## src/rtl/data_mem_arbiter.sv

```systemverilog
// Round-robin arbiter sharing a single-port synchronous-read data RAM between
// the CPU (requester 0) and the debug/DMA port (requester 1).
module data_mem_arbiter #(
    parameter int unsigned ADDR_WIDTH = 8,
    parameter int unsigned DATA_WIDTH = 8
) (
    input  logic                  clk,
    input  logic                  arst,
    input  logic                  m0_req,
    input  logic                  m0_we,
    input  logic [ADDR_WIDTH-1:0] m0_addr,
    input  logic [DATA_WIDTH-1:0] m0_wdata,
    output logic                  m0_ack,
    output logic [DATA_WIDTH-1:0] m0_rdata,
    input  logic                  m1_req,
    input  logic                  m1_we,
    input  logic [ADDR_WIDTH-1:0] m1_addr,
    input  logic [DATA_WIDTH-1:0] m1_wdata,
    output logic                  m1_ack,
    output logic [DATA_WIDTH-1:0] m1_rdata,
    output logic                  ram_en,
    output logic                  ram_we,
    output logic [ADDR_WIDTH-1:0] ram_addr,
    output logic [DATA_WIDTH-1:0] ram_wdata,
    input  logic [DATA_WIDTH-1:0] ram_rdata,
    output logic                  busy,
    output logic                  gnt_id
);

    typedef enum logic [1:0] {IDLE, ISSUE, RESP, DONE} state_t;

    state_t                  state_q;
    state_t                  state_d;
    logic                    start;
    logic                    win_id;
    logic                    win_we;
    logic [ADDR_WIDTH-1:0]   win_addr;
    logic [DATA_WIDTH-1:0]   win_wdata;
    logic                    lat_we;

    always_ff @(posedge clk or negedge arst) begin
        if (!arst) begin
            state_q <= IDLE;
        end else begin
            state_q <= state_d;
        end
    end

    // Next state and winner selection; on a tie the last-granted requester yields.
    always_comb begin
        state_d = state_q;
        start   = 1'b0;
        win_id  = gnt_id;
        case (state_q)
            IDLE: begin
                if (m0_req || m1_req) begin
                    start   = 1'b1;
                    state_d = ISSUE;
                    win_id  = (m0_req && m1_req) ? ~gnt_id : m1_req;
                end
            end
            ISSUE:   state_d = RESP;
            RESP:    state_d = DONE;
            DONE:    state_d = IDLE;
            default: state_d = IDLE;
        endcase
    end

    always_comb begin
        win_we    = m0_we;
        win_addr  = m0_addr;
        win_wdata = m0_wdata;
        if (win_id) begin
            win_we    = m1_we;
            win_addr  = m1_addr;
            win_wdata = m1_wdata;
        end
    end

    // Registered outputs are loaded from the transition being taken, so each
    // strobe is high for exactly the state it belongs to.
    always_ff @(posedge clk or negedge arst) begin
        if (!arst) begin
            busy      <= 1'b0;
            gnt_id    <= 1'b1;
            lat_we    <= 1'b0;
            ram_en    <= 1'b0;
            ram_we    <= 1'b0;
            ram_addr  <= '0;
            ram_wdata <= '0;
            m0_ack    <= 1'b0;
            m1_ack    <= 1'b0;
            m0_rdata  <= '0;
            m1_rdata  <= '0;
        end else begin
            busy   <= (state_d != IDLE);
            ram_en <= start;
            ram_we <= start & win_we;
            m0_ack <= (state_q == RESP) && !gnt_id;
            m1_ack <= (state_q == RESP) && gnt_id;
            if (start) begin
                gnt_id    <= win_id;
                lat_we    <= win_we;
                ram_addr  <= win_addr;
                ram_wdata <= win_wdata;
            end
            if ((state_q == RESP) && !lat_we) begin
                if (gnt_id) begin
                    m1_rdata <= ram_rdata;
                end else begin
                    m0_rdata <= ram_rdata;
                end
            end
        end
    end

endmodule

```

## config.mk

```make
export PLATFORM = sky130hd
export DESIGN_NAME = data_mem_arbiter
export DESIGN_NICKNAME = d
export VERILOG_FILES = /design/src/rtl/data_mem_arbiter.sv
export SDC_FILE = /design/constraint.sdc
export NUM_CORES = 1
export LEC_CHECK = 0
export ABC_AREA = 1
export BUFFER_PORTS_ARGS = -buffer_cell sky130_fd_sc_hd__buf_2
export CORE_ASPECT_RATIO = 1.75
export CORE_MARGIN = 3
export CORE_UTILIZATION = 45
export CTS_BUF_LIST = sky130_fd_sc_hd__clkbuf_16
export CTS_CLUSTER_SIZE = 16
export DETAILED_ROUTE_END_ITERATION = 8
export GPL_ROUTABILITY_DRIVEN = 1
export PLACE_DENSITY_LB_ADDON = 0.1
export SLEW_MARGIN = 20
export SYNTH_ARGS = -nofsm -noshare
export SYNTH_HDL_FRONTEND = slang
export SYNTH_SLANG_ARGS = --single-unit
```

## constraint.sdc

```tcl
create_clock -name clk -period 1.6 [get_ports clk]
set_clock_uncertainty 0.1 [all_clocks]
set_input_delay 0.32 -clock clk [delete_from_list [all_inputs] [get_ports clk]]
set_output_delay 0.32 -clock clk [all_outputs]
set_load 0.02 [all_outputs]
```

Word-level counts from Yosys, hierarchy flattened
Index checks and enable logic that the tools add are counted.
{"block": "classes", "eq_ne": 3, "bitwise": 2, "reduce_logical": 11, "muxes": 10}
{"op": "2-to-1 mux 8 bit", "count": 2}
{"op": "one-hot mux 2 bit (4 select lines)", "count": 1}
{"op": "2-to-1 mux 1 bit", "count": 6}
{"op": "equality test 2 bit, second input constant", "count": 2}
{"op": "logical AND 1 bit", "count": 4}
{"op": "AND reduction 2 bit", "count": 2}
{"op": "equality test 2 x 1 -> 1 bit, second input constant", "count": 1}
{"op": "logical NOT 1 bit", "count": 2}
{"op": "logical NOT 2 bit", "count": 1}
{"op": "2-to-1 mux 2 bit", "count": 1}
{"op": "nonzero test 2 bit", "count": 1}
{"op": "AND 1 bit", "count": 1}
{"op": "logical OR 1 bit", "count": 1}
{"op": "inverter 1 bit", "count": 1}
{"block": "word_totals", "register_bits": 41, "in_bits": 46, "out_inout_bits": 38}

Logic depth before layout (Yosys ltp)
Gate-level depths: netlist of the first run.
{"block": "logic_depth", "depth_word": 6, "mapped_depth": 9, "depth_no_buf": 8}

Least setup slack after synthesis of the first run
OpenSTA, ideal clock, no wires.
{"block": "synth_timing", "path_type": "register to register", "startpoint": "register state_q[0]", "endpoint": "register ram_addr[3]", "slack_ns": 0.135, "setup_time_ns": 0.118, "path_stages_with_launch": 9, "arrival_time_ns": 1.247, "required_time_ns": 1.382, "path_cell_list": "dfrtp_1 -> inv_1 -> ha_1 -> nand2_1 -> nand2_4 -> buf_4 -> nand3_1 -> nand3_1 -> nand2_1"}
{"block": "synth_between", "elab_chain_cells": 3, "word_cells_on_any_way": 4}
{"element": "start: declaration", "line": "32", "text": "state_t state_q;"}
{"element": "start signal: assignment", "line": "45", "text": "state_q <= state_d;"}
{"element": "logical NOT 2 bit *", "line": "54", "text": "case (state_q)"}
{"element": "2-to-1 mux 1 bit", "line": "54"}
{"element": "2-to-1 mux 8 bit", "line": "73", "text": "if (win_id) begin"}
{"element": "end signal: assignment", "line": "104", "text": "ram_addr <= win_addr;"}
{"element": "end: declaration", "line": "23", "text": "output logic [ADDR_WIDTH-1:0] ram_addr,"}
Mark *: on every way between the ends. The rest lies on a longest branch, timed or not.
A chain may end at the register's enable or synchronous reset.

Final worst setup path of the first run
{"block": "layout_timing", "startpoint": "register state_q[0]", "endpoint": "register m0_rdata[0]"}
{"block": "layout_between", "elab_chain_cells": 3}
{"element": "equality test 2 bit", "line": "107", "text": "if ((state_q == RESP) && !lat_we) begin"}
{"element": "logical AND 1 bit", "line": "107"}
{"element": "AND reduction 2 bit (no source line)"}
{"element": "end signal: assignment", "line": "111", "text": "m0_rdata <= ram_rdata;"}
{"element": "end: declaration", "line": "14", "text": "output logic [DATA_WIDTH-1:0] m0_rdata,"}
No other way between the ends.

==> results of run 1 <==
-- sequential cells by signal (all words and copies together), names as in the netlist, 2 cells and up --
signal	cells
m1_rdata	8
ram_addr	8
state_q	2
m0_rdata	8
ram_wdata	8
-- cell usage in the layout, fill, tap and decap left out, drive strengths merged --
| cell type | n |
|---|---|
| dfstp | 1 |
| buf | 89 |
| inv | 51 |
| dfrtp | 40 |
| nor2 | 1 |
| dlygate4sd3 | 1 |
| ha | 2 |
| nand3 | 35 |
| o21ai | 18 |
| or2 | 1 |
| clkinv | 1 |
| nand2 | 75 |
| clkbuf | 5 |
-- worst paths after layout --
| kind | startpoint | slack [ns] | endpoint |
|---|---|---|---|
| setup / recovery | state_q[0] | 0.11 | m0_rdata[0] |
| hold reg to reg | ram_addr[7] | 0.38 | ram_addr[7] |
| max in group asynchronous | arst | 0.51 | ram_addr[2] |
| hold / removal | ram_rdata[6] | 0.22 | m0_rdata[6] |
| setup reg to reg | state_q[0] | 0.11 | m0_rdata[0] |
| min in group asynchronous | arst | 0.43 | ram_we |
-- layout make-up --
class | count | area (um^2)
fill | 367 | 1400
multi-input combinational | 132 | 631
inverter | 51 | 194
clock buffer | 5 | 125
sequential | 41 | 1030
tap | 48 | 60.1
clock inverter | 1 | 5.00
timing repair buffer | 90 | 495
-- metrics by stage --
stage | power (mW) | hold slack [ns]
6_report | 5.30 | 0.217
5_1_grt | 5.73 | 0.235
4_1_cts | 5.31 | 0.210
3_5_place_dp | 4.38 | 0.192
3_3_place_gp | 4.33 | 0.188
2_1_floorplan | 3.52 | -0.0756
-- cell families (layout without fill, tap and decap cells) --
logic type | Yosys count | after routing
simple gates | 112 | 112
fa+ha+maj | 2 | 2
flops | 41 | 41
buf+inv | 58 | 147
compound gates | 18 | 18
-- worst max-delay path: stages, from the launching register on --
cell and delay, ns:
dfrtp_1 0.35, inv_1 0.14, ha_1 0.21, inv_1 0.05, nor2_1 0.13, nand2_2 0.20, o21ai_0 0.22
-- report_power, final --
group / leakage (nW) / switching, mW / total [mW] / internal (mW)
logic: 0.986 / 1.67 / 2.58 / 0.908
clock network: 0.0655 / 0.353 / 0.909 / 0.556
registers: 0.500 / 0.252 / 1.82 / 1.56
total: 1.55 / 2.27 / 5.30 / 3.03
-- synth_stat cells --
cell and n:
ha_1 2, buf_2 4, o21ai_2 1, nand3_4 1
nor2_1 1, dfrtp_1 40, or2_2 1, nand2_1 73
inv_2 2, nand3_1 34, buf_6 1, inv_1 49
buf_4 2, o21ai_0 17, dfstp_2 1, nand2_4 2
-- repair_timing --
item	in CTS	in global routing
hold buffers	1	0
setup buffers	0	0
endpoints found under the setup margin	0	34
resized for setup	0	6
endpoints found under the hold margin	15	0
-- metal layers --
metal,global-route usage,up-vias,routed length (um)
met5,0,-,0
met4,0.0499,0,38
met3,0.0443,5,324
met2,0.325,55,2210
met1,0.196,748,1640
li1,-,872,-
==> run_summary.xml, run 1 <==
<?xml version="1.0" encoding="UTF-8"?>
<metrics>
  <group name="grt">
    <metric name="first_pass_grt_wire_length" unit="um">6910</metric>
    <metric name="globalRouteOverflowTotal" unit="">0</metric>
    <metric name="grt_start_max_net_pins" unit="">20</metric>
    <metric name="grt_antenna_before_repair" unit="">0</metric>
    <metric name="first_global_vias" unit="">1620</metric>
    <metric name="global_route.usage.total" unit="">0.181</metric>
  </group>
  <group name="sta">
    <metric name="layout_worst_path_cycle_share" unit="">0.931</metric>
    <metric name="hold_viol" unit="">0</metric>
    <metric name="setup-violations-final" unit="">0</metric>
    <metric name="timing.final.crit_period" unit="ns">1.49</metric>
    <metric name="max_slew_headroom_at_the_worst_pin" unit="">0.700</metric>
    <metric name="pins_over_their_slew_limit" unit="">0</metric>
    <metric name="measured_slew_at_the_worst_slew_check_pin" unit="ns">0.450</metric>
    <metric name="grt_setup_unrepaired" unit="">yes</metric>
    <metric name="worst_slack" unit="ns">0.111</metric>
    <metric name="fin_tns_setup" unit="ns">0</metric>
    <metric name="fmax" unit="GHz">0.672</metric>
  </group>
  <group name="final_layout">
    <metric name="drive_above_1_share" unit="">0.331</metric>
    <metric name="area_growth" unit="%">35.1</metric>
    <metric name="finalCoreUtilization" unit="">0.644</metric>
    <metric name="diodes" unit="">0</metric>
    <metric name="final_design_area_no_fill" unit="um^2">2540</metric>
    <metric name="design.final.nets" unit="">369</metric>
    <metric name="layout.cells.non_filler" unit="">368</metric>
  </group>
  <group name="clock_tree">
    <metric name="cts.reportedPaths.clkPinSlew" unit="ns">0.05</metric>
    <metric name="ctsRootBufferMaster" unit="">clkbuf_16</metric>
    <metric name="cts_buffer_depth" unit="">2</metric>
    <metric name="worst_skew_pair.late_latency" unit="ns">0.27</metric>
    <metric name="cts_made_buffers" unit="">5</metric>
    <metric name="cts_sinks" unit="">41</metric>
    <metric name="cts_tree" unit="">done</metric>
    <metric name="clock_tree.htree_level_count" unit="">2</metric>
  </group>
  <group name="logic_synthesis">
    <metric name="synth_xor_area_frac" unit="">0</metric>
    <metric name="yosysTopAreaCell" unit="">dfrtp_1</metric>
    <metric name="post_synth_mux_area_share" unit="">0</metric>
    <metric name="syn_inst" unit="">231</metric>
    <metric name="count_of_distinct_cell_types_in_the_synthesized_netlist" unit="">16</metric>
    <metric name="synthesis.area" unit="um^2">1880</metric>
    <metric name="postSynthNetCount" unit="">279</metric>
    <metric name="synth-simple-area-share" unit="">0.263</metric>
    <metric name="synth.area.top_cells" unit="">dfrtp_1 53%, nand2_1 15%, inv_1 9.8%</metric>
    <metric name="synth_adder_area_share" unit="">0.0133</metric>
    <metric name="synth_compound_area_frac" unit="">0.0500</metric>
    <metric name="yosysWarnings" unit="">0</metric>
    <metric name="synth_top_cell_area_share" unit="">0.533</metric>
    <metric name="ys_seq_elements" unit="">41</metric>
    <metric name="synth.yosys.seq_area_share" unit="">0.547</metric>
    <metric name="main_combinational_cell_family_by_area_after_synthesis" unit="">simple AND/OR/NAND/NOR gates</metric>
    <metric name="syn_avg_cell_area" unit="um^2">8.13</metric>
  </group>
  <group name="floorplanning">
    <metric name="fp.coreArea" unit="um^2">3940</metric>
    <metric name="floorplan.io_pins" unit="">84</metric>
    <metric name="die_area" unit="um^2">5020</metric>
    <metric name="initial_core_util" unit="">0.477</metric>
    <metric name="floorplan.rows" unit="">30</metric>
    <metric name="die-width" unit="um">54.8</metric>
    <metric name="die_height" unit="um">91.5</metric>
  </group>
  <group name="power_and_ir_drop">
    <metric name="ir_worst_vdd" unit="uV">1160</metric>
    <metric name="total_leakage_power" unit="nW">1.55</metric>
    <metric name="power_density" unit="nW/um^2">2090</metric>
  </group>
  <group name="critical_path">
    <metric name="criticalPathCategory" unit="">reg2reg</metric>
    <metric name="crit_path_max_fanout" unit="">16</metric>
    <metric name="r2r.worst_path.cells" unit="">6</metric>
    <metric name="worst-endpoint-arrival" unit="ns">1.57</metric>
    <metric name="setup.worst_path.start_class" unit="">flop</metric>
    <metric name="critPathRequiredTime" unit="ns">1.68</metric>
    <metric name="worst_setup_path_end_kind" unit="">flop</metric>
  </group>
  <group name="route">
    <metric name="route.vias.total" unit="">1680</metric>
    <metric name="drt-vias-per-instance" unit="">4.57</metric>
    <metric name="detailedRoute.firstIterationViolations" unit="">17</metric>
    <metric name="wl_per_cell" unit="um">11.4</metric>
    <metric name="wirelength" unit="um">4210</metric>
    <metric name="first_pass_iters" unit="">4</metric>
    <metric name="detail-route-antenna-nets" unit="">0</metric>
    <metric name="number_of_design_rule_violations_left_after_detail_routing" unit="">0</metric>
  </group>
  <group name="place">
    <metric name="pre_cts_ws" unit="ns">0.0373</metric>
    <metric name="globalplace.congestion" unit="">0.840</metric>
    <metric name="dpl.cell_count" unit="">361</metric>
    <metric name="dpl_cell_area" unit="um^2">2380</metric>
    <metric name="placement.io_buffers" unit="">83</metric>
    <metric name="dpl.hpwl" unit="um">3250</metric>
  </group>
  <group name="hold_path">
    <metric name="holdCritPathClass" unit="">in2reg</metric>
    <metric name="min_delay_path_depth" unit="">3</metric>
  </group>
  <group name="flow_run">
    <metric name="max_cap_viol_count" unit="">0</metric>
  </group>
  <group name="run_status">
    <metric name="outcome" unit="">complete, no violations</metric>
  </group>
</metrics>
Note: power is estimated with default switching activity, not from simulation.
==> inputs of run 2 (changes only) <==
CORE_MARGIN = default   (was 3)
MAX_ROUTING_LAYER = met4   (was default)
==> run_summary.xml, run 2 (synthesis gave the netlist of run 1 again) <==
<?xml version="1.0" encoding="UTF-8"?>
<metrics>
  <group name="run_status">
    <metric name="outcome" unit="">complete, no violations</metric>
  </group>
  <group name="sta">
    <metric name="max_slew_headroom_at_the_worst_pin" unit="">0.752</metric>
    <metric name="fmax" unit="GHz">0.659</metric>
    <metric name="grt_setup_unrepaired" unit="">no</metric>
    <metric name="layout_worst_path_cycle_share" unit="">0.949</metric>
    <metric name="timing.final.crit_period" unit="ns">1.52</metric>
    <metric name="pins_over_their_slew_limit" unit="">0</metric>
    <metric name="setup-violations-final" unit="">0</metric>
    <metric name="measured_slew_at_the_worst_slew_check_pin" unit="ns">0.372</metric>
    <metric name="hold_viol" unit="">0</metric>
    <metric name="fin_tns_setup" unit="ns">0</metric>
  </group>
  <group name="final_layout">
    <metric name="layout.cells.non_filler" unit="">371</metric>
    <metric name="design.final.nets" unit="">370</metric>
    <metric name="layout.cells.most_common" unit="">buf_2</metric>
    <metric name="drive_above_1_share" unit="">0.334</metric>
    <metric name="layout.cells.most_common_list" unit="">83 x buf_2, 71 x nand2_1, 50 x inv_1, 40 x dfrtp_1, 34 x nand3_1</metric>
    <metric name="diodes" unit="">0</metric>
    <metric name="final_design_area_no_fill" unit="um^2">2600</metric>
    <metric name="area_growth" unit="%">38.4</metric>
  </group>
  <group name="critical_path">
    <metric name="critPathLaunch" unit="">state_q[0]</metric>
    <metric name="criticalPathCategory" unit="">reg2reg</metric>
    <metric name="crit_path_max_fanout" unit="">6</metric>
    <metric name="setup.worst_path.start_class" unit="">flop</metric>
    <metric name="worst_setup_path_end_kind" unit="">flop</metric>
    <metric name="register_to_register_path_setup_slack" unit="ns">0.08</metric>
    <metric name="critPathRequiredTime" unit="ns">1.67</metric>
    <metric name="timing.rr.end" unit="">ram_wdata[4]</metric>
    <metric name="r2r.worst_path.cells" unit="">8</metric>
    <metric name="worst-endpoint-arrival" unit="ns">1.58</metric>
    <metric name="rr_startpoint" unit="">state_q[0]</metric>
  </group>
  <group name="power_and_ir_drop">
    <metric name="ir_worst_vdd" unit="uV">1510</metric>
    <metric name="power_switching_share" unit="">0.419</metric>
    <metric name="total_power" unit="mW">5.56</metric>
    <metric name="internal_power_summed_over_all_cells" unit="mW">3.23</metric>
    <metric name="total_leakage_power" unit="nW">1.58</metric>
    <metric name="p_switching" unit="mW">2.33</metric>
    <metric name="power.share.combinational" unit="">0.475</metric>
    <metric name="power_density" unit="nW/um^2">2140</metric>
    <metric name="power_frac_seq" unit="">0.328</metric>
    <metric name="clkPwrFrac" unit="">0.196</metric>
  </group>
  <group name="floorplanning">
    <metric name="floorplan.io_pins" unit="">84</metric>
    <metric name="floorplan.rows" unit="">30</metric>
    <metric name="fp.coreArea" unit="um^2">3940</metric>
    <metric name="initial_core_util" unit="">0.477</metric>
    <metric name="die_height" unit="um">87.5</metric>
    <metric name="die-width" unit="um">50.8</metric>
    <metric name="die_area" unit="um^2">4450</metric>
  </group>
  <group name="clock_tree">
    <metric name="cts.reportedPaths.clkPinSlew" unit="ns">0.05</metric>
    <metric name="cts_sinks" unit="">41</metric>
    <metric name="cts_buffer_depth" unit="">2</metric>
    <metric name="ctsRootBufferMaster" unit="">clkbuf_16</metric>
    <metric name="worst_skew_pair.late_latency" unit="ns">0.28</metric>
    <metric name="cts_tree" unit="">done</metric>
    <metric name="cts_made_buffers" unit="">5</metric>
    <metric name="clock_tree.htree_level_count" unit="">2</metric>
  </group>
  <group name="hold_path">
    <metric name="holdCritPathClass" unit="">in2reg</metric>
    <metric name="whs_endpoint" unit="">m0_rdata[4]</metric>
    <metric name="min_delay_path_depth" unit="">3</metric>
    <metric name="min-delay-start" unit="">ram_rdata[4]</metric>
  </group>
  <group name="grt">
    <metric name="grt_start_max_net_pins" unit="">19</metric>
    <metric name="grt_antenna_before_repair" unit="">0</metric>
    <metric name="first_pass_grt_wire_length" unit="um">7040</metric>
    <metric name="global_route.usage.total" unit="">0.221</metric>
    <metric name="globalRouteOverflowTotal" unit="">0</metric>
    <metric name="first_global_vias" unit="">1685</metric>
  </group>
  <group name="route">
    <metric name="route.vias.total" unit="">1708</metric>
    <metric name="detail-route-antenna-nets" unit="">0</metric>
    <metric name="wl_per_cell" unit="um">11.4</metric>
    <metric name="detailroute.wirelength.met2" unit="um">2320</metric>
    <metric name="wirelength_met1" unit="um">1660</metric>
    <metric name="drt-vias-per-instance" unit="">4.60</metric>
    <metric name="wirelength" unit="um">4250</metric>
    <metric name="number_of_design_rule_violations_left_after_detail_routing" unit="">0</metric>
    <metric name="detailedRoute.firstIterationViolations" unit="">29</metric>
    <metric name="top_signal_layer_used" unit="">met4</metric>
    <metric name="first_pass_iters" unit="">4</metric>
    <metric name="met3_length" unit="um">178</metric>
  </group>
  <group name="flow_run">
    <metric name="max_cap_viol_count" unit="">0</metric>
  </group>
  <group name="place">
    <metric name="globalplace.congestion" unit="">0.828</metric>
    <metric name="dpl_cell_area" unit="um^2">2370</metric>
    <metric name="placement.io_buffers" unit="">83</metric>
    <metric name="dpl.cell_count" unit="">360</metric>
    <metric name="dpl.hpwl" unit="um">3270</metric>
  </group>
</metrics>
==> run 2: cell count changes in the layout (fill, tap and decap cells not counted), sizes merged <==
cell | before | now
buf | 89 | 90
bufinv | 0 | 1
inv | 51 | 52
==> run 2: worst max-delay path by stage <==
stage / endpoint / slack (ns) / cells past startpoint
floorplan: ram_addr[3] / 0.14 / 8
global placement: m0_rdata[6] / 0.03 / 7
detailed placement: m0_rdata[3] / -0.10 / 6
CTS: m0_rdata[3] / 0.008 / 6
global route: ram_wdata[2] / 0.005 / 8
finish: ram_wdata[4] / 0.08 / 8
==> run 2: what timing repair did <==
| item | CTS | global route |
|---|---|---|
| buffers inserted | 0 | 2 |
| setup endpoints to repair | 8 | 34 |
| cloned | 0 | 0 |
| hold buffers | 1 | 0 |
| resized for setup | 1 | 9 |
| pin swaps | 0 | 1 |
| hold endpoints to repair | 12 | 0 |
==> run 2: per-layer routing <==
metal | track usage | up-vias
met5 | - | -
met2 | 0.396 | 57
met1 | 0.234 | 766
li1 | - | 877
met4 | 0.0859 | 0
met3 | 0.0419 | 8
==> run 2: cell type report <==
class | count | area (um^2)
well taps | 48 | 60.1
repair buffers | 91 | 503
multi-input cells | 132 | 652
fillers | 371 | 1340
inverters | 51 | 194
flip-flops and latches | 41 | 1030
clock buffers | 5 | 125
clock inverters | 3 | 37.5
==> run 2: power groups by stage <==
stage / Clock (mW) / Combinational [mW] / Sequential, mW
final: 1.09 / 2.64 / 1.83
after global routing: 1.15 / 2.96 / 1.88
after CTS: 1.11 / 2.54 / 1.83
after detailed placement: 0 / 2.54 / 1.84
after global placement: 0 / 2.48 / 1.82
after floorplan: 0 / 1.12 / 2.40
==> run 2: critical path, stage by stage (launching register included) <==
cell	delay, ns
dfrtp_1	0.36
inv_1	0.13
ha_4	0.19
nand2_1	0.10
nand2_4	0.15
buf_4	0.16
nand3_1	0.06
nand3_1	0.09
nand2_1	0.06
==> run 2: metrics by stage <==
step           hold slack, ns  worst slack [ns]  utilization
2_1_floorplan         -0.0756             0.135            -
3_3_place_gp            0.167            0.0298        0.601
3_5_place_dp            0.160            -0.101        0.601
4_1_cts                 0.212           0.00848        0.646
5_1_grt                 0.226           0.00464        0.659
6_report                0.215            0.0817        0.659
